$ cat src/rtl/fetch_issue_pkg.sv
// Shared definitions for the fetch-to-decode issue stage: default constants,
// FSM state encoding and the issue-slot record held in the output register.
package fetch_issue_pkg;

    localparam logic [31:0] INST_NOP_DEFAULT = 32'h0340_0000;
    localparam logic [31:0] PC_RESET_DEFAULT = 32'h1c00_0000;

    // PAIR: issue a whole packet (or its first half); SECOND: inst1 of a split packet pending
    typedef enum logic [0:0] {
        ST_PAIR   = 1'b0,
        ST_SECOND = 1'b1
    } issue_state_e;

    typedef struct packed {
        logic        valid0;
        logic        valid1;
        logic [31:0] inst0;
        logic [31:0] inst1;
        logic [31:0] pc0;
        logic [6:0]  exception;
        logic [1:0]  excp_flag;
    } issue_slot_t;

    // Contents of the output register when no slot is valid
    function automatic issue_slot_t empty_slot(input logic [31:0] nop, input logic [31:0] pc_rst);
        issue_slot_t s;
        s.valid0    = 1'b0;
        s.valid1    = 1'b0;
        s.inst0     = nop;
        s.inst1     = nop;
        s.pc0       = pc_rst;
        s.exception = 7'd0;
        s.excp_flag = 2'd0;
        return s;
    endfunction

endpackage

$ cat src/rtl/issue_width_dec.sv
// Decides whether the fetch-buffer head packet may issue both instructions.
// A packet is two-wide only when it starts on an 8-byte boundary, carries no
// fetch exception, inst0 is not predicted taken, and the predicted next PC is
// not the sequential pc+4.
module issue_width_dec (
    input  logic [31:0] pc_i,
    input  logic [31:0] pc_next_i,
    input  logic [1:0]  excp_flag_i,
    input  logic        taken0_i,
    output logic        two_wide_o,
    output logic [31:0] pc_plus4_o
);

    assign pc_plus4_o = pc_i + 32'd4;

    assign two_wide_o = (pc_i[2] == 1'b0)
                     && (excp_flag_i == 2'b00)
                     && (taken0_i == 1'b0)
                     && (pc_next_i != pc_plus4_o);

endmodule

$ cat src/rtl/fetch_issue.sv
// Fetch-to-decode issue stage. Pops packets from the fetch buffer into a
// two-slot output register feeding decode. Packets holding a privileged
// instruction that would otherwise issue as a pair are split over two cycles.
module fetch_issue
    import fetch_issue_pkg::*;
#(
    parameter logic [31:0] INST_NOP = INST_NOP_DEFAULT,
    parameter logic [31:0] PC_RESET = PC_RESET_DEFAULT
) (
    input  logic        clk,
    input  logic        rstn,
    input  logic        flush,
    input  logic        fifo_valid,
    output logic        fifo_ready,
    input  logic [31:0] fifo_inst0,
    input  logic [31:0] fifo_inst1,
    input  logic [31:0] fifo_pc,
    input  logic [31:0] fifo_pc_next,
    input  logic [6:0]  fifo_exception,
    input  logic [1:0]  fifo_excp_flag,
    input  logic [1:0]  fifo_priv_flag,
    input  logic [1:0]  fifo_branch_flag,
    input  logic        id_allowin,
    output logic        id_valid0,
    output logic        id_valid1,
    output logic [31:0] id_inst0,
    output logic [31:0] id_inst1,
    output logic [31:0] id_pc0,
    output logic [6:0]  id_exception,
    output logic [1:0]  id_excp_flag
);

    issue_state_e state_q;
    issue_state_e state_d;
    issue_slot_t  slot_q;
    issue_slot_t  slot_d;

    logic         two_wide_s;
    logic [31:0]  pc_plus4_s;
    logic         advance_s;
    logic         split_s;
    logic         unused_branch1_s;

    // Only inst0's taken prediction affects pairing
    assign unused_branch1_s = fifo_branch_flag[1];

    issue_width_dec u_width_dec (
        .pc_i        (fifo_pc),
        .pc_next_i   (fifo_pc_next),
        .excp_flag_i (fifo_excp_flag),
        .taken0_i    (fifo_branch_flag[0]),
        .two_wide_o  (two_wide_s),
        .pc_plus4_o  (pc_plus4_s)
    );

    // Output register may load when it is empty or decode takes its contents
    assign advance_s = !(slot_q.valid0 || slot_q.valid1) || id_allowin;

    // A pairable packet containing a privileged instruction issues one at a time
    assign split_s = fifo_valid && two_wide_s && (fifo_priv_flag != 2'b00);

    // State register
    always_ff @(posedge clk) begin
        if (!rstn) begin
            state_q <= ST_PAIR;
        end else begin
            state_q <= state_d;
        end
    end

    // Next-state logic: flush and reset always return to PAIR
    always_comb begin
        state_d = state_q;
        if (!rstn || flush) begin
            state_d = ST_PAIR;
        end else if (advance_s) begin
            case (state_q)
                ST_PAIR: begin
                    if (split_s) begin
                        state_d = ST_SECOND;
                    end else begin
                        state_d = ST_PAIR;
                    end
                end
                ST_SECOND: begin
                    if (fifo_valid) begin
                        state_d = ST_PAIR;
                    end else begin
                        state_d = ST_SECOND;
                    end
                end
                default: begin
                    state_d = ST_PAIR;
                end
            endcase
        end else begin
            state_d = state_q;
        end
    end

    // Output logic: next output-register contents and the buffer pop strobe
    always_comb begin
        slot_d     = slot_q;
        fifo_ready = 1'b0;
        if (!rstn || flush) begin
            slot_d = empty_slot(INST_NOP, PC_RESET);
        end else if (advance_s) begin
            case (state_q)
                ST_PAIR: begin
                    if (fifo_valid) begin
                        slot_d.valid0    = 1'b1;
                        slot_d.inst0     = fifo_inst0;
                        slot_d.pc0       = fifo_pc;
                        slot_d.excp_flag = fifo_excp_flag;
                        if (fifo_excp_flag != 2'b00) begin
                            slot_d.exception = fifo_exception;
                        end else begin
                            slot_d.exception = 7'd0;
                        end
                        if (two_wide_s && !split_s) begin
                            slot_d.valid1 = 1'b1;
                            slot_d.inst1  = fifo_inst1;
                            fifo_ready    = 1'b1;
                        end else if (split_s) begin
                            slot_d.valid1 = 1'b0;
                            slot_d.inst1  = INST_NOP;
                            fifo_ready    = 1'b0;
                        end else begin
                            slot_d.valid1 = 1'b0;
                            slot_d.inst1  = INST_NOP;
                            fifo_ready    = 1'b1;
                        end
                    end else begin
                        slot_d = empty_slot(INST_NOP, PC_RESET);
                    end
                end
                ST_SECOND: begin
                    if (fifo_valid) begin
                        slot_d.valid0    = 1'b1;
                        slot_d.valid1    = 1'b0;
                        slot_d.inst0     = fifo_inst1;
                        slot_d.inst1     = INST_NOP;
                        slot_d.pc0       = pc_plus4_s;
                        slot_d.exception = 7'd0;
                        slot_d.excp_flag = 2'd0;
                        fifo_ready       = 1'b1;
                    end else begin
                        slot_d = empty_slot(INST_NOP, PC_RESET);
                    end
                end
                default: begin
                    slot_d = empty_slot(INST_NOP, PC_RESET);
                end
            endcase
        end else begin
            slot_d = slot_q;
        end
    end

    // Output register towards decode
    always_ff @(posedge clk) begin
        if (!rstn) begin
            slot_q <= empty_slot(INST_NOP, PC_RESET);
        end else begin
            slot_q <= slot_d;
        end
    end

    assign id_valid0    = slot_q.valid0;
    assign id_valid1    = slot_q.valid1;
    assign id_inst0     = slot_q.inst0;
    assign id_inst1     = slot_q.inst1;
    assign id_pc0       = slot_q.pc0;
    assign id_exception = slot_q.exception;
    assign id_excp_flag = slot_q.excp_flag;

endmodule

$ cat config.mk
export PLATFORM = sky130hd
export DESIGN_NAME = fetch_issue
export DESIGN_NICKNAME = d
export VERILOG_FILES = /design/src/rtl/fetch_issue_pkg.sv /design/src/rtl/issue_width_dec.sv /design/src/rtl/fetch_issue.sv
export SDC_FILE = /design/constraint.sdc
export NUM_CORES = 1
export LEC_CHECK = 0
export BUFFER_PORTS_ARGS = -buffer_cell sky130_fd_sc_hd__buf_2
export CAP_MARGIN = 30
export CORE_ASPECT_RATIO = 1.5
export CORE_MARGIN = 3
export CORE_UTILIZATION = 53
export CTS_CLUSTER_SIZE = 24
export DETAILED_ROUTE_END_ITERATION = 10
export PLACE_DENSITY = 0.95
export SETUP_SLACK_MARGIN = 0.3
export SYNTH_ARGS = -nofsm -noshare
export SYNTH_HDL_FRONTEND = slang
export SYNTH_SLANG_ARGS = --single-unit
$ cat constraint.sdc
create_clock -name clk -period 4.55 [get_ports clk]
set_clock_uncertainty 0.15 [all_clocks]
set_input_delay 0.6825 -clock clk [delete_from_list [all_inputs] [get_ports clk]]
set_output_delay 0.6825 -clock clk [all_outputs]
set_load 0.05 [all_outputs]
# Word-level counts from Yosys, hierarchy flattened
# Index checks and enable logic that the tools add are counted.
[totals]
inputBits = 146
word_cells = 46
output_inout_bits = 108
register_bits = 108
[classes]
addsub = 1
n_mux = 16
n_reduce_logical = 16
n_bitwise = 4
eq_ne = 1
[ops]
columns = ["op", "n"]
rows = [
  ["107-bit two-way mux", 2],
  ["107-bit case mux with 2 select lines", 1],
  ["32-bit by 3-bit adder with 32-bit output (second input constant)", 1],
  ["32-bit two-way mux", 1],
  ["32-bit != test", 1],
  ["1-bit two-way mux", 9],
  ["7-bit two-way mux", 1],
  ["1-bit logical AND", 6],
  ["1-bit NOT", 4],
  ["1-bit case mux with 2 select lines", 2],
  ["2-bit nonzero test", 2],
  ["1-bit zero test", 3],
  ["1-bit logical OR", 3],
  ["2-bit zero test", 1],
  ["2-bit OR reduction", 1],
]

# Logic depth before layout (Yosys ltp)
# Gate-level depths: netlist of run 1.
[logic_depth]
depth_word = 13
ltp_mapped = 11
ltp_nobuf = 9

# By module
# A second synthesis of run 1 with hierarchy kept.
[unflattened]
cells_unflattened = 541
area_unflattened_um2 = 5574.1
[by_module_without_submodules]
columns = ["module", "seq_area_each_um2", "cells_each", "instances", "area_each_um2"]
rows = [
  ["fetch_issue", 2162.1, 340, 1, 4106.4],
  ["issue_width_dec", 0.0, 201, 1, 1467.7],
]

# Worst setup path before layout of run 1
# OpenSTA, ideal clock, no wires.
[synth_path]
path_kind = "input port to output port"
from = "input port fifo_pc[16]"
to = "output port fifo_ready"
arrival_time_ps = 3019
cell_stages = 9
path_slack_ps = 698
path_buffers = 1
required_ps = 3717
cell_sequence = "buf_2 > and4_1 > nand3_2 > or3_1 > mux2i_1 > o21ai_1 > nand4_1 > nand4bb_1 > a21oi_1"
[synth_via]
elab_chain_cells = 12
elab_cells_between_ends = 13
classes_between = "add/sub (1); eq/ne (1); mux (6); reduce/logical (5)"
[synth_rtl]
columns = ["item", "line_no", "text"]
rows = [
  ["from (decl)", "fetch_issue.sv:17", "input logic [31:0] fifo_pc,"],
  ["32-bit by 3-bit adder with 32-bit output *", "issue_width_dec.sv:14", "assign pc_plus4_o = pc_i + 32'd4;"],
  ["32-bit != test *", "issue_width_dec.sv:19", "&& (pc_next_i != pc_plus4_o);"],
  ["1-bit logical AND *", "issue_width_dec.sv:19", ""],
  ["1-bit logical AND (2 in series)", "fetch_issue.sv:60", "assign split_s = fifo_valid && two_wide_s && (fifo_priv_flag != 2'b00);"],
  ["1-bit zero test", "fetch_issue.sv:120", "if (two_wide_s && !split_s) begin"],
  ["1-bit logical AND", "fetch_issue.sv:120", ""],
  ["1-bit two-way mux *", "fetch_issue.sv:120", ""],
  ["1-bit two-way mux *", "fetch_issue.sv:110", "if (fifo_valid) begin"],
  ["1-bit case mux with 2 select lines *", "fetch_issue.sv:108", "case (state_q)"],
  ["1-bit two-way mux *", "fetch_issue.sv:107", "end else if (advance_s) begin"],
  ["1-bit two-way mux *", "fetch_issue.sv:105", "if (!rstn || flush) begin"],
  ["to (decl)", "fetch_issue.sv:14", "output logic fifo_ready,"],
]
# Mark *: on every way between the ends. The rest lies on a longest branch, timed or not.

# Worst setup path in the final report of run 1
[layout_path]
from = "input port fifo_pc[2]"
to = "output port fifo_ready"
[layout_via]
elab_chain_cells = 13
elab_cells_between_ends = 16
classes_between = "add/sub (1); eq/ne (1); mux (6); bitwise (1); reduce/logical (7)"
[layout_rtl]
columns = ["item", "line_no"]
rows = [
  ["parallel branches: the longest is 3 deep, another holds 32-bit by 3-bit adder with 32-bit output", "n/a"],
  ["1-bit logical AND *", "issue_width_dec.sv:19"],
  ["1-bit logical AND (2 in series)", "fetch_issue.sv:60"],
  ["1-bit zero test", "fetch_issue.sv:120"],
  ["1-bit logical AND", "fetch_issue.sv:120"],
  ["1-bit two-way mux *", "fetch_issue.sv:120"],
  ["1-bit two-way mux *", "fetch_issue.sv:110"],
  ["1-bit case mux with 2 select lines *", "fetch_issue.sv:108"],
  ["1-bit two-way mux *", "fetch_issue.sv:107"],
  ["1-bit two-way mux *", "fetch_issue.sv:105"],
]
# Mark *: on every way between the ends.

==> results of run 1 <==
## through the flow
step                      hold slack (ns)   util  power [mW]  setup slack [ns]
final                               0.300  0.683        2.15             0.444
after detailed placement            0.287  0.657        1.39             0.534
after floorplan                     0.476      -        1.25             0.698
after CTS                           0.300  0.683        2.15             0.511
after global routing                0.314  0.683        2.22             0.340
after global placement              0.280  0.657        1.38             0.531
## cell usage in the layout, fill, tap and decap left out, types with 3 or more instances in the layout
| master | count |
|---|---|
| mux2i_1 | 6 |
| nand2b_1 | 3 |
| xnor2_1 | 40 |
| o22a_1 | 3 |
| o21ai_2 | 29 |
| mux2_2 | 31 |
| nand2_1 | 101 |
| and4_1 | 5 |
| dfxtp_1 | 107 |
| nand4_1 | 9 |
| a21oi_1 | 41 |
| nor2_1 | 59 |
| nor4_1 | 11 |
| o22ai_1 | 6 |
| a22oi_1 | 32 |
| o21ai_0 | 6 |
| inv_1 | 31 |
| and3_1 | 3 |
| nor2b_1 | 3 |
| nand4_2 | 3 |
| buf_4 | 9 |
| xor2_1 | 30 |
| buf_2 | 252 |
| nor3_1 | 9 |
| nand3_1 | 59 |
| clkbuf_16 | 9 |
| clkinv_4 | 3 |
## metal layers
metal / vias to the layer above / track usage / part of all wire
met3: 71 / 0.0530 / 0.071
met1: 2878 / 0.286 / 0.34
met5: - / 0 / 0
met2: 275 / 0.543 / 0.54
met4: 0 / 0.150 / 0.043
li1: 2975 / - / -
## flip-flops by register name, indices dropped and copies added (netlist names)
signal and count:
id_inst1 32, state_q 1, id_excp_flag 2, id_valid0 1, id_pc0 32, id_valid1 1
id_exception 7, id_inst0 32
## cell families (layout without fill, tap and decap cells)
logic type,count (synthesis),in the layout,synth area share
compound gates,138,138,0.167
xor+xnor,70,70,0.100
fa+ha+maj,1,1,0.00204
buf+inv,83,308,0.0693
flops,108,108,0.353
mux,37,37,0.0668
simple gates,294,294,0.241
## power breakdown
part,total [mW],internal (mW),leakage (nW),switching [mW]
combinational,0.401,0.146,2.38,0.255
sequential,0.972,0.963,0.876,0.00956
clock,0.774,0.398,0.143,0.376
total,2.15,1.51,3.40,0.640
## how the worst max path moves through the flow
stage	depth (start not counted)	endpoint	startpoint	slack (ns)
finish	11	fifo_ready	fifo_pc[2]	0.44
global route	11	fifo_ready	fifo_pc[2]	0.34
CTS	11	fifo_ready	fifo_pc[2]	0.51
detailed placement	11	fifo_ready	fifo_pc[2]	0.53
global placement	11	fifo_ready	fifo_pc[2]	0.53
floorplan	9	fifo_ready	fifo_pc[16]	0.70
## final cells by class
cell class / count / area share
clock buffers: 10 / 0.0313
clock inverters: 6 / 0.00737
inverters: 31 / 0.0152
multi-input cells: 540 / 0.465
flip-flops and latches: 108 / 0.283
well taps: 147 / 0.0241
repair buffers: 261 / 0.174
## worst max-delay path, cell delays in order
cell,delay (ns)
buf_2,0.16
ha_1,0.29
and2_1,0.24
nand3_1,0.11
nor3_1,0.43
o2111a_1,0.28
nor2_1,0.11
nor4_1,0.29
nand4bb_1,0.17
a21oi_1,0.21
buf_2,0.30
==> metrics.txt, run 1 <==
# TYPE chip_impl_metric gauge
chip_impl_info{name="status",value="finished clean"} 1
chip_impl_info{name="critical_path_class",value="in -> out"} 1
chip_impl_metric{name="multiInputGateArea",unit="mm^2"} 0.00355
chip_impl_metric{name="yosys_register_bits",unit=""} 108
chip_impl_metric{name="num_vias",unit=""} 6199
chip_impl_metric{name="floorplan.die.height",unit="um"} 138
chip_impl_info{name="min_from",value="id_pc0[2]"} 1
chip_impl_metric{name="die_w",unit="um"} 93.7
chip_impl_metric{name="clk_path_buf_depth",unit=""} 2
chip_impl_metric{name="detail_route.iter0.violations",unit=""} 277
chip_impl_metric{name="hold_violations",unit=""} 0
chip_impl_metric{name="post-route-cell-area",unit="mm^2"} 0.00763
chip_impl_metric{name="worst_slew_pin_slew",unit="ns"} 1.03
chip_impl_info{name="cp-start-kind",value="input pin"} 1
chip_impl_info{name="synth.most_common_cell",value="dfxtp_1"} 1
chip_impl_metric{name="avgSynthCellArea",unit="um^2"} 8.37
chip_impl_metric{name="mappedNetlistNets",unit=""} 878
chip_impl_metric{name="nNetsFinal",unit=""} 1098
chip_impl_metric{name="post_route_cells_drive_above_1_share",unit=""} 0.377
chip_impl_info{name="root_buffer",value="clkbuf_16"} 1
chip_impl_info{name="rr_startpoint",value="id_valid1"} 1
chip_impl_info{name="synth_largest_area_cell",value="dfxtp_1"} 1
chip_impl_metric{name="core_region_area",unit="mm^2"} 0.0112
chip_impl_metric{name="cts.sink_count",unit=""} 108
chip_impl_metric{name="numPortBuffers",unit=""} 252
chip_impl_metric{name="ant_nets",unit=""} 0
chip_impl_metric{name="grt_max_degree",unit=""} 71
chip_impl_metric{name="post_cts_buffers",unit=""} 0
chip_impl_metric{name="yosysWarningCount",unit=""} 0
chip_impl_metric{name="synthDistinctLibCells",unit=""} 68
chip_impl_info{name="setup_repair_after_global_routing_missed_its_margin",value="no"} 1
chip_impl_metric{name="synth.yosys.seq_area_share",unit=""} 0.353
chip_impl_metric{name="worst-r2r-setup-slack",unit="ns"} 1.77
chip_impl_metric{name="final-seq-area",unit="mm^2"} 0.00216
chip_impl_metric{name="synth-edff-count",unit=""} 0
chip_impl_metric{name="clock.fmax",unit="MHz"} 244
chip_impl_metric{name="power_leakage",unit="nW"} 3.40
chip_impl_metric{name="slew_headroom",unit=""} 0.316
chip_impl_info{name="synth.cells.most_frequent",value="dfxtp_1, nand2_1, nor2_1"} 1
chip_impl_metric{name="initial_utilization",unit=""} 0.548
chip_impl_metric{name="final_slew_violations",unit=""} 0
chip_impl_metric{name="dp_hpwl",unit="um"} 14500
chip_impl_metric{name="postSynthCellCount",unit=""} 731
chip_impl_metric{name="synth.top_cell.area_share",unit=""} 0.353
chip_impl_metric{name="grt_antenna_before_repair",unit=""} 0
chip_impl_info{name="worst_hold_path_type",value="reg -> reg"} 1
chip_impl_info{name="min_delay_worst_endpoint",value="id_pc0[2]"} 1
chip_impl_metric{name="route.detailed.drc",unit=""} 0
chip_impl_metric{name="syn_to_final_growth",unit="%"} 24.7
chip_impl_metric{name="ctsResizeCount",unit=""} 0
chip_impl_metric{name="asyncSetResetFlopFracSynth",unit=""} 0
chip_impl_metric{name="clock_insertion_delay_at_the_later_pin_of_the_skew_report",unit="ns"} 0.33
chip_impl_metric{name="number_of_diodes",unit=""} 0
chip_impl_metric{name="route.detailed.vias_per_inst",unit=""} 5.62
chip_impl_info{name="regToRegEndpoint",value="id_pc0[19]"} 1
chip_impl_metric{name="crit_path_max_fanout",unit=""} 6
chip_impl_metric{name="place_inst",unit=""} 1087
chip_impl_metric{name="ratio_of_total_power_to_cell_area",unit="mW/mm^2"} 281
chip_impl_info{name="synth_ff_type",value="dfxtp_1"} 1
chip_impl_metric{name="numCtsBuffers",unit=""} 9
chip_impl_info{name="yosys-top-cells-area",value="dfxtp_1, nand2_1, xnor2_1"} 1
chip_impl_metric{name="cts_hold_buffers",unit=""} 0
chip_impl_metric{name="final.fill_count",unit=""} 923
chip_impl_metric{name="placementRows",unit=""} 47
chip_impl_metric{name="grt_util_all_layers",unit=""} 0.284
chip_impl_metric{name="final_setup_viols",unit=""} 0
chip_impl_metric{name="reg2reg_depth",unit=""} 5
chip_impl_metric{name="ioPinCount",unit=""} 254
chip_impl_metric{name="wl_per_cell",unit="um"} 17.3
chip_impl_metric{name="worstPathArrival",unit="ns"} 3.27
chip_impl_metric{name="cap_viol_max_count",unit=""} 0
chip_impl_metric{name="ctsHtreeMaxLevel",unit=""} 3
chip_impl_metric{name="grt_pass1_wl",unit="um"} 29200
chip_impl_metric{name="detail_route.first_pass.iterations",unit=""} 5
chip_impl_info{name="nature_of_the_critical_path_endpoint",value="primary output"} 1
chip_impl_metric{name="worst_hold_path.num_cells",unit=""} 2
chip_impl_metric{name="grt_overflow",unit=""} 0
chip_impl_metric{name="grt_pass1_vias",unit=""} 6102
chip_impl_metric{name="totalWireLength",unit="um"} 19000
chip_impl_metric{name="cts.reportedPaths.clkPinSlew",unit="ns"} 0.08
chip_impl_metric{name="dieArea",unit="mm^2"} 0.0129
chip_impl_metric{name="final.min_clock_period",unit="ns"} 4.11
chip_impl_metric{name="post_dp_cell_area",unit="mm^2"} 0.00734
chip_impl_metric{name="instances_no_fill",unit=""} 1103
chip_impl_metric{name="synth_area",unit="mm^2"} 0.00612
chip_impl_metric{name="gp_congestion",unit=""} 0.970
chip_impl_info{name="tritoncts",value="built"} 1
chip_impl_metric{name="tns",unit="ns"} 0
chip_impl_metric{name="cp_data_required_time",unit="ns"} 3.72
chip_impl_metric{name="period_utilization",unit=""} 0.902
chip_impl_metric{name="power.ir.vdd_worst",unit="mV"} 0.163
(Power assumes the default switching activity.)
==> inputs of run 2 (changes only) <==
--- a/config.mk
+++ b/config.mk
@@ -7,7 +7,6 @@
 export LEC_CHECK = 0
 export BUFFER_PORTS_ARGS = -buffer_cell sky130_fd_sc_hd__buf_2
 export CAP_MARGIN = 30
-export CORE_ASPECT_RATIO = 1.5
 export CORE_MARGIN = 3
 export CORE_UTILIZATION = 53
 export CTS_CLUSTER_SIZE = 24
==> run 2 against run 1 <==
  * Highest routed layer is now met5
  * Critical path depth down 1
  * Worst hold slack worse by 0.00094 ns
  * Critical path type unchanged
  * Total power grew 0.35%
  * Critical endpoint unchanged
  * Register-to-register slack gained 0.02 ns
  * Sequential power about the same
  * Routed wire length decreased by 2.8%
==> metrics.txt, run 2 (same netlist as run 1, synthesis figures left out) <==
# TYPE chip_impl_metric gauge
chip_impl_info{name="path_cells",value="buf_2, and3_1, nand4_4, or3_1, mux2i_1, o21ai_1, nand4_1, nand4bb_1, a21oi_1, buf_2"} 1
chip_impl_metric{name="dp_hpwl",unit="um"} 14100
chip_impl_info{name="final_common_cell",value="buf_2"} 1
chip_impl_info{name="worst_hold_path_type",value="reg -> reg"} 1
chip_impl_metric{name="cts.reportedPaths.clkPinSlew",unit="ns"} 0.08
chip_impl_metric{name="final_setup_viols",unit=""} 0
chip_impl_metric{name="cap_viol_max_count",unit=""} 0
chip_impl_metric{name="post_cts_buffers",unit=""} 0
chip_impl_info{name="setup_repair_after_global_routing_missed_its_margin",value="no"} 1
chip_impl_metric{name="ctsResizeCount",unit=""} 0
chip_impl_info{name="slowest_stage",value="or3_1"} 1
chip_impl_metric{name="detail_route.first_pass.iterations",unit=""} 5
chip_impl_metric{name="final.min_clock_period",unit="ns"} 4.06
chip_impl_info{name="cp-start-kind",value="input pin"} 1
chip_impl_metric{name="route.detailed.vias_per_inst",unit=""} 5.66
chip_impl_info{name="status",value="finished clean"} 1
chip_impl_metric{name="dieArea",unit="mm^2"} 0.0129
chip_impl_metric{name="clock_insertion_delay_at_the_later_pin_of_the_skew_report",unit="ns"} 0.34
chip_impl_metric{name="slew_headroom",unit=""} 0.344
chip_impl_metric{name="nNetsFinal",unit=""} 1099
chip_impl_metric{name="grt_pass1_wl",unit="um"} 29300
chip_impl_info{name="most_frequent_cells_in_the_layout",value="buf_2, dfxtp_1, nand2_1"} 1
chip_impl_metric{name="grt_util_all_layers",unit=""} 0.278
chip_impl_metric{name="wl_met2",unit="um"} 9380
chip_impl_metric{name="floorplan.die.height",unit="um"} 113
chip_impl_metric{name="die_w",unit="um"} 113
chip_impl_info{name="worst_path_most_repeated_cell",value="buf_2"} 1
chip_impl_metric{name="core_region_area",unit="mm^2"} 0.0111
chip_impl_metric{name="worst_hold_path.num_cells",unit=""} 2
chip_impl_metric{name="ctsHtreeMaxLevel",unit=""} 3
chip_impl_metric{name="ioPinCount",unit=""} 254
chip_impl_metric{name="grt_pass1_vias",unit=""} 5898
chip_impl_metric{name="cp_data_required_time",unit="ns"} 3.72
chip_impl_metric{name="reg2reg_depth",unit=""} 5
chip_impl_metric{name="placementRows",unit=""} 38
chip_impl_info{name="critical_path_class",value="in -> out"} 1
chip_impl_metric{name="hold_violations",unit=""} 0
chip_impl_metric{name="initial_utilization",unit=""} 0.553
chip_impl_metric{name="route.detailed.drc",unit=""} 0
chip_impl_metric{name="power_leakage",unit="nW"} 3.40
chip_impl_metric{name="power.ir.vdd_worst",unit="mV"} 0.187
chip_impl_metric{name="grt_max_degree",unit=""} 70
chip_impl_metric{name="routed-wl-met3",unit="um"} 1600
chip_impl_metric{name="wirelength_met1",unit="um"} 6960
chip_impl_metric{name="numCtsBuffers",unit=""} 9
chip_impl_metric{name="clock.fmax",unit="MHz"} 246
chip_impl_metric{name="gp_congestion",unit=""} 0.995
chip_impl_metric{name="crit_path_max_fanout",unit=""} 8
chip_impl_info{name="top_layer",value="met5"} 1
chip_impl_metric{name="worst_slew_pin_slew",unit="ns"} 0.984
chip_impl_metric{name="wl_per_cell",unit="um"} 16.9
chip_impl_metric{name="share_of_total_power_in_combinational_logic",unit=""} 0.186
chip_impl_metric{name="num_vias",unit=""} 6212
chip_impl_metric{name="ant_nets",unit=""} 0
chip_impl_metric{name="switchingPower",unit="uW"} 643
chip_impl_metric{name="internal-power",unit="mW"} 1.51
chip_impl_info{name="root_buffer",value="clkbuf_16"} 1
chip_impl_metric{name="timing.hold.ws",unit="ns"} 0.299
chip_impl_metric{name="ratio_of_total_power_to_cell_area",unit="mW/mm^2"} 282
chip_impl_metric{name="period_utilization",unit=""} 0.893
chip_impl_metric{name="tns",unit="ns"} 0
chip_impl_metric{name="instances_no_fill",unit=""} 1097
chip_impl_metric{name="place_inst",unit=""} 1081
chip_impl_metric{name="clk_path_buf_depth",unit=""} 2
chip_impl_metric{name="cts.sink_count",unit=""} 108
chip_impl_metric{name="grt_overflow",unit=""} 0
chip_impl_metric{name="detail_route.iter0.violations",unit=""} 583
chip_impl_metric{name="power.share.sequential",unit=""} 0.451
chip_impl_metric{name="worstPathArrival",unit="ns"} 3.23
chip_impl_metric{name="final_slew_violations",unit=""} 0
chip_impl_metric{name="critPathMaxStageDelay",unit="ns"} 0.46
chip_impl_metric{name="syn_to_final_growth",unit="%"} 24.9
chip_impl_metric{name="grt_antenna_before_repair",unit=""} 1
chip_impl_metric{name="post_route_cells_drive_above_1_share",unit=""} 0.378
chip_impl_metric{name="number_of_diodes",unit=""} 0
chip_impl_metric{name="netSwitchingFraction",unit=""} 0.299
chip_impl_metric{name="totalWireLength",unit="um"} 18500
chip_impl_metric{name="clock_power_share",unit=""} 0.363
chip_impl_metric{name="cts_hold_buffers",unit=""} 0
chip_impl_info{name="tritoncts",value="built"} 1
chip_impl_info{name="nature_of_the_critical_path_endpoint",value="primary output"} 1
chip_impl_metric{name="post-layout-total-power",unit="mW"} 2.15
chip_impl_metric{name="numPortBuffers",unit=""} 252
run 2: routing by layer:
layer	GRT usage	vias to the layer above
met5	0	-
met4	0.103	2
li1	-	2982
met2	0.503	352
met1	0.323	2817
met3	0.0552	59
run 2: final cells by class:
class	instances	area [um^2]
tap	140	175
sequential	108	2160
fill	917	3430
multi-input combinational	540	3550
timing repair buffer	262	1340
clock inverter	6	62.6
inverter	31	116
clock buffer	10	239
run 2: critical path: cells and delay by family:
kind / cells / cell delay (ns)
compound gates: 2 / 0.44
buf+inv: 2 / 0.47
mux: 1 / 0.13
simple gates: 5 / 1.50
run 2: path summary, 6_finish.rpt:
check          startpoint            to  slack, ns
max reg2reg     id_valid1    id_pc0[29]       1.79
min reg2reg  id_inst0[10]  id_inst0[10]       0.30
min          id_inst0[10]  id_inst0[10]       0.30
max            fifo_pc[9]    fifo_ready       0.49
run 2: metrics by stage:
stage / instance area, um^2 / utilization / setup WS (ns)
after detailed placement: 7340 / 0.662 / 0.548
final: 7640 / 0.690 / 0.488
after global placement: 7340 / 0.662 / 0.588
after global routing: 7640 / 0.690 / 0.324
after CTS: 7640 / 0.690 / 0.530
after floorplan: 6120 / - / 0.698
run 2: power groups by stage:
stage          Combinational, mW  Clock, mW  Sequential [mW]
3_3_place_gp               0.388          0            0.993
5_1_grt                    0.432      0.830            0.974
6_report                   0.401      0.782            0.972
3_5_place_dp               0.397          0            0.994
4_1_cts                    0.398      0.797            0.972
2_1_floorplan              0.196          0             1.06
==> inputs of run 3 (changes only) <==
--- a/config.mk
+++ b/config.mk
@@ -11,7 +11,7 @@
 export CORE_UTILIZATION = 53
 export CTS_CLUSTER_SIZE = 24
 export DETAILED_ROUTE_END_ITERATION = 10
-export PLACE_DENSITY = 0.95
+export PLACE_DENSITY = 0.83
 export SETUP_SLACK_MARGIN = 0.3
 export SYNTH_ARGS = -nofsm -noshare
 export SYNTH_HDL_FRONTEND = slang
==> run 3 against run 2 <==
  * Worst setup slack better by 0.031 ns
  * Critical endpoint unchanged
  * Routed wire length down 3.5%
  * First-iteration DRC count down 20%
  * Largest power group unchanged
  * Design area down 0.31%
  * Non-clock buffer count down 1
  * Sequential cell count unchanged
  * Count of clock-buffer cells in the layout unchanged
  * Maximum frequency up 0.78%
  * Largest cell class unchanged
  * Clock power down 5.2%
==> metrics.txt, run 3 (same netlist as run 1, synthesis figures left out) <==
# TYPE chip_impl_metric gauge
chip_impl_metric{name="cap_viol_max_count",unit=""} 0
chip_impl_metric{name="wl_per_cell",unit="um"} 16.3
chip_impl_metric{name="tns",unit="ns"} 0
chip_impl_metric{name="power_leakage",unit="nW"} 3.39
chip_impl_metric{name="numPortBuffers",unit=""} 252
chip_impl_metric{name="cts.reportedPaths.clkPinSlew",unit="ns"} 0.07
chip_impl_metric{name="clock.fmax",unit="MHz"} 248
chip_impl_metric{name="cts_hold_buffers",unit=""} 0
chip_impl_info{name="most_frequent_cells_in_the_layout",value="buf_2, dfxtp_1, nand2_1"} 1
chip_impl_metric{name="floorplan.die.height",unit="um"} 113
chip_impl_metric{name="clk_path_buf_depth",unit=""} 2
chip_impl_metric{name="grt_pass1_vias",unit=""} 5769
chip_impl_info{name="cp-start-kind",value="input pin"} 1
chip_impl_metric{name="cp_data_required_time",unit="ns"} 3.72
chip_impl_metric{name="ctsHtreeMaxLevel",unit=""} 3
chip_impl_metric{name="hold_violations",unit=""} 0
chip_impl_metric{name="nNetsFinal",unit=""} 1098
chip_impl_metric{name="syn_to_final_growth",unit="%"} 24.5
chip_impl_metric{name="die_w",unit="um"} 113
chip_impl_metric{name="final.min_clock_period",unit="ns"} 4.03
chip_impl_metric{name="initial_utilization",unit=""} 0.553
chip_impl_metric{name="grt_util_all_layers",unit=""} 0.270
chip_impl_metric{name="slew_headroom",unit=""} 0.347
chip_impl_metric{name="totalWireLength",unit="um"} 17900
chip_impl_metric{name="ratio_of_total_power_to_cell_area",unit="mW/mm^2"} 277
chip_impl_metric{name="worst_slew_pin_slew",unit="ns"} 0.980
chip_impl_metric{name="post_route_cells_drive_above_1_share",unit=""} 0.376
chip_impl_metric{name="post-route-cell-area",unit="mm^2"} 0.00762
chip_impl_metric{name="route.detailed.drc",unit=""} 0
chip_impl_metric{name="dieArea",unit="mm^2"} 0.0129
chip_impl_metric{name="crit_path_max_fanout",unit=""} 6
chip_impl_metric{name="cts.sink_count",unit=""} 108
chip_impl_metric{name="worstPathArrival",unit="ns"} 3.20
chip_impl_metric{name="final_setup_viols",unit=""} 0
chip_impl_metric{name="post_cts_buffers",unit=""} 0
chip_impl_info{name="root_buffer",value="clkbuf_16"} 1
chip_impl_info{name="setup_repair_after_global_routing_missed_its_margin",value="no"} 1
chip_impl_metric{name="grt_overflow",unit=""} 0
chip_impl_metric{name="core_region_area",unit="mm^2"} 0.0111
chip_impl_metric{name="numCtsBuffers",unit=""} 9
chip_impl_metric{name="detail_route.iter0.violations",unit=""} 467
chip_impl_metric{name="final_core_util",unit=""} 0.688
chip_impl_metric{name="dp_hpwl",unit="um"} 13400
chip_impl_metric{name="gp_congestion",unit=""} 0.917
chip_impl_metric{name="post_dp_cell_area",unit="mm^2"} 0.00734
chip_impl_metric{name="power.ir.vdd_worst",unit="mV"} 0.225
chip_impl_info{name="final_common_cell",value="buf_2"} 1
chip_impl_info{name="nature_of_the_critical_path_endpoint",value="primary output"} 1
chip_impl_info{name="status",value="finished clean"} 1
chip_impl_metric{name="placementRows",unit=""} 38
chip_impl_metric{name="ioPinCount",unit=""} 254
chip_impl_info{name="critical_path_class",value="in -> out"} 1
chip_impl_info{name="tritoncts",value="built"} 1
chip_impl_metric{name="num_vias",unit=""} 6056
chip_impl_metric{name="period_utilization",unit=""} 0.886
chip_impl_metric{name="grt_antenna_before_repair",unit=""} 0
chip_impl_metric{name="grt_max_degree",unit=""} 70
chip_impl_metric{name="ant_nets",unit=""} 0
chip_impl_metric{name="final_slew_violations",unit=""} 0
chip_impl_metric{name="route.detailed.vias_per_inst",unit=""} 5.53
chip_impl_metric{name="clock_insertion_delay_at_the_later_pin_of_the_skew_report",unit="ns"} 0.35
chip_impl_metric{name="ctsResizeCount",unit=""} 0
chip_impl_metric{name="detail_route.first_pass.iterations",unit=""} 5
chip_impl_metric{name="number_of_diodes",unit=""} 0
chip_impl_metric{name="grt_pass1_wl",unit="um"} 28200
chip_impl_info{name="worst_hold_path_type",value="reg -> reg"} 1
run 3: stage by stage:
| step | setup slack [ns] | cells | total power [mW] | hold slack, ns |
|---|---|---|---|---|
| 3_5_place_dp | 0.637 | 1080 | 1.39 | 0.286 |
| 6_report | 0.520 | 1096 | 2.11 | 0.298 |
| 4_1_cts | 0.622 | 1096 | 2.12 | 0.300 |
| 5_1_grt | 0.325 | 1096 | 2.20 | 0.313 |
| 3_3_place_gp | 0.652 | 1080 | 1.38 | 0.281 |
| 2_1_floorplan | 0.698 | 731 | 1.25 | 0.476 |
run 3: worst paths after layout:
| kind | endpoint | depth (start not counted) | slack (ns) | startpoint |
|---|---|---|---|---|
| max reg2reg | id_inst1[25] | 5 | 2.34 | id_valid1 |
| min | id_inst0[0] | 2 | 0.30 | id_inst0[0] |
| max | fifo_ready | 11 | 0.52 | fifo_pc[2] |
| min reg2reg | id_inst0[0] | 2 | 0.30 | id_inst0[0] |
run 3: per-layer routing:
metal / share of wire / global-route usage
met1: 0.40 / 0.319
met2: 0.49 / 0.475
met3: 0.081 / 0.0525
met4: 0.032 / 0.119
met5: 0 / 0
run 3: report_power, final:
part	switching [mW]	internal (mW)	total (mW)
Clock	0.364	0.378	0.741
Sequential	0.00910	0.963	0.972
Combinational	0.251	0.146	0.397
Total	0.623	1.49	2.11
run 3: layout make-up:
cell class                      count  area [um^2]
Multi-Input combinational cell    540         3550
Timing Repair Buffer              261         1340
Fill cell                         943         3460
Tap cell                          140          175
Clock buffer                       10          229
Inverter                           31          116
Clock inverter                      6         48.8
Sequential cell                   108         2160
run 3: critical path: stages:
cell and delay, ns:
buf_2 0.16, ha_1 0.31, and2_1 0.25, nand3_1 0.13, nor3_1 0.30, o2111a_1 0.25, nor2_1 0.10, nor4_1 0.35
nand4bb_1 0.19, a21oi_1 0.17, buf_2 0.30
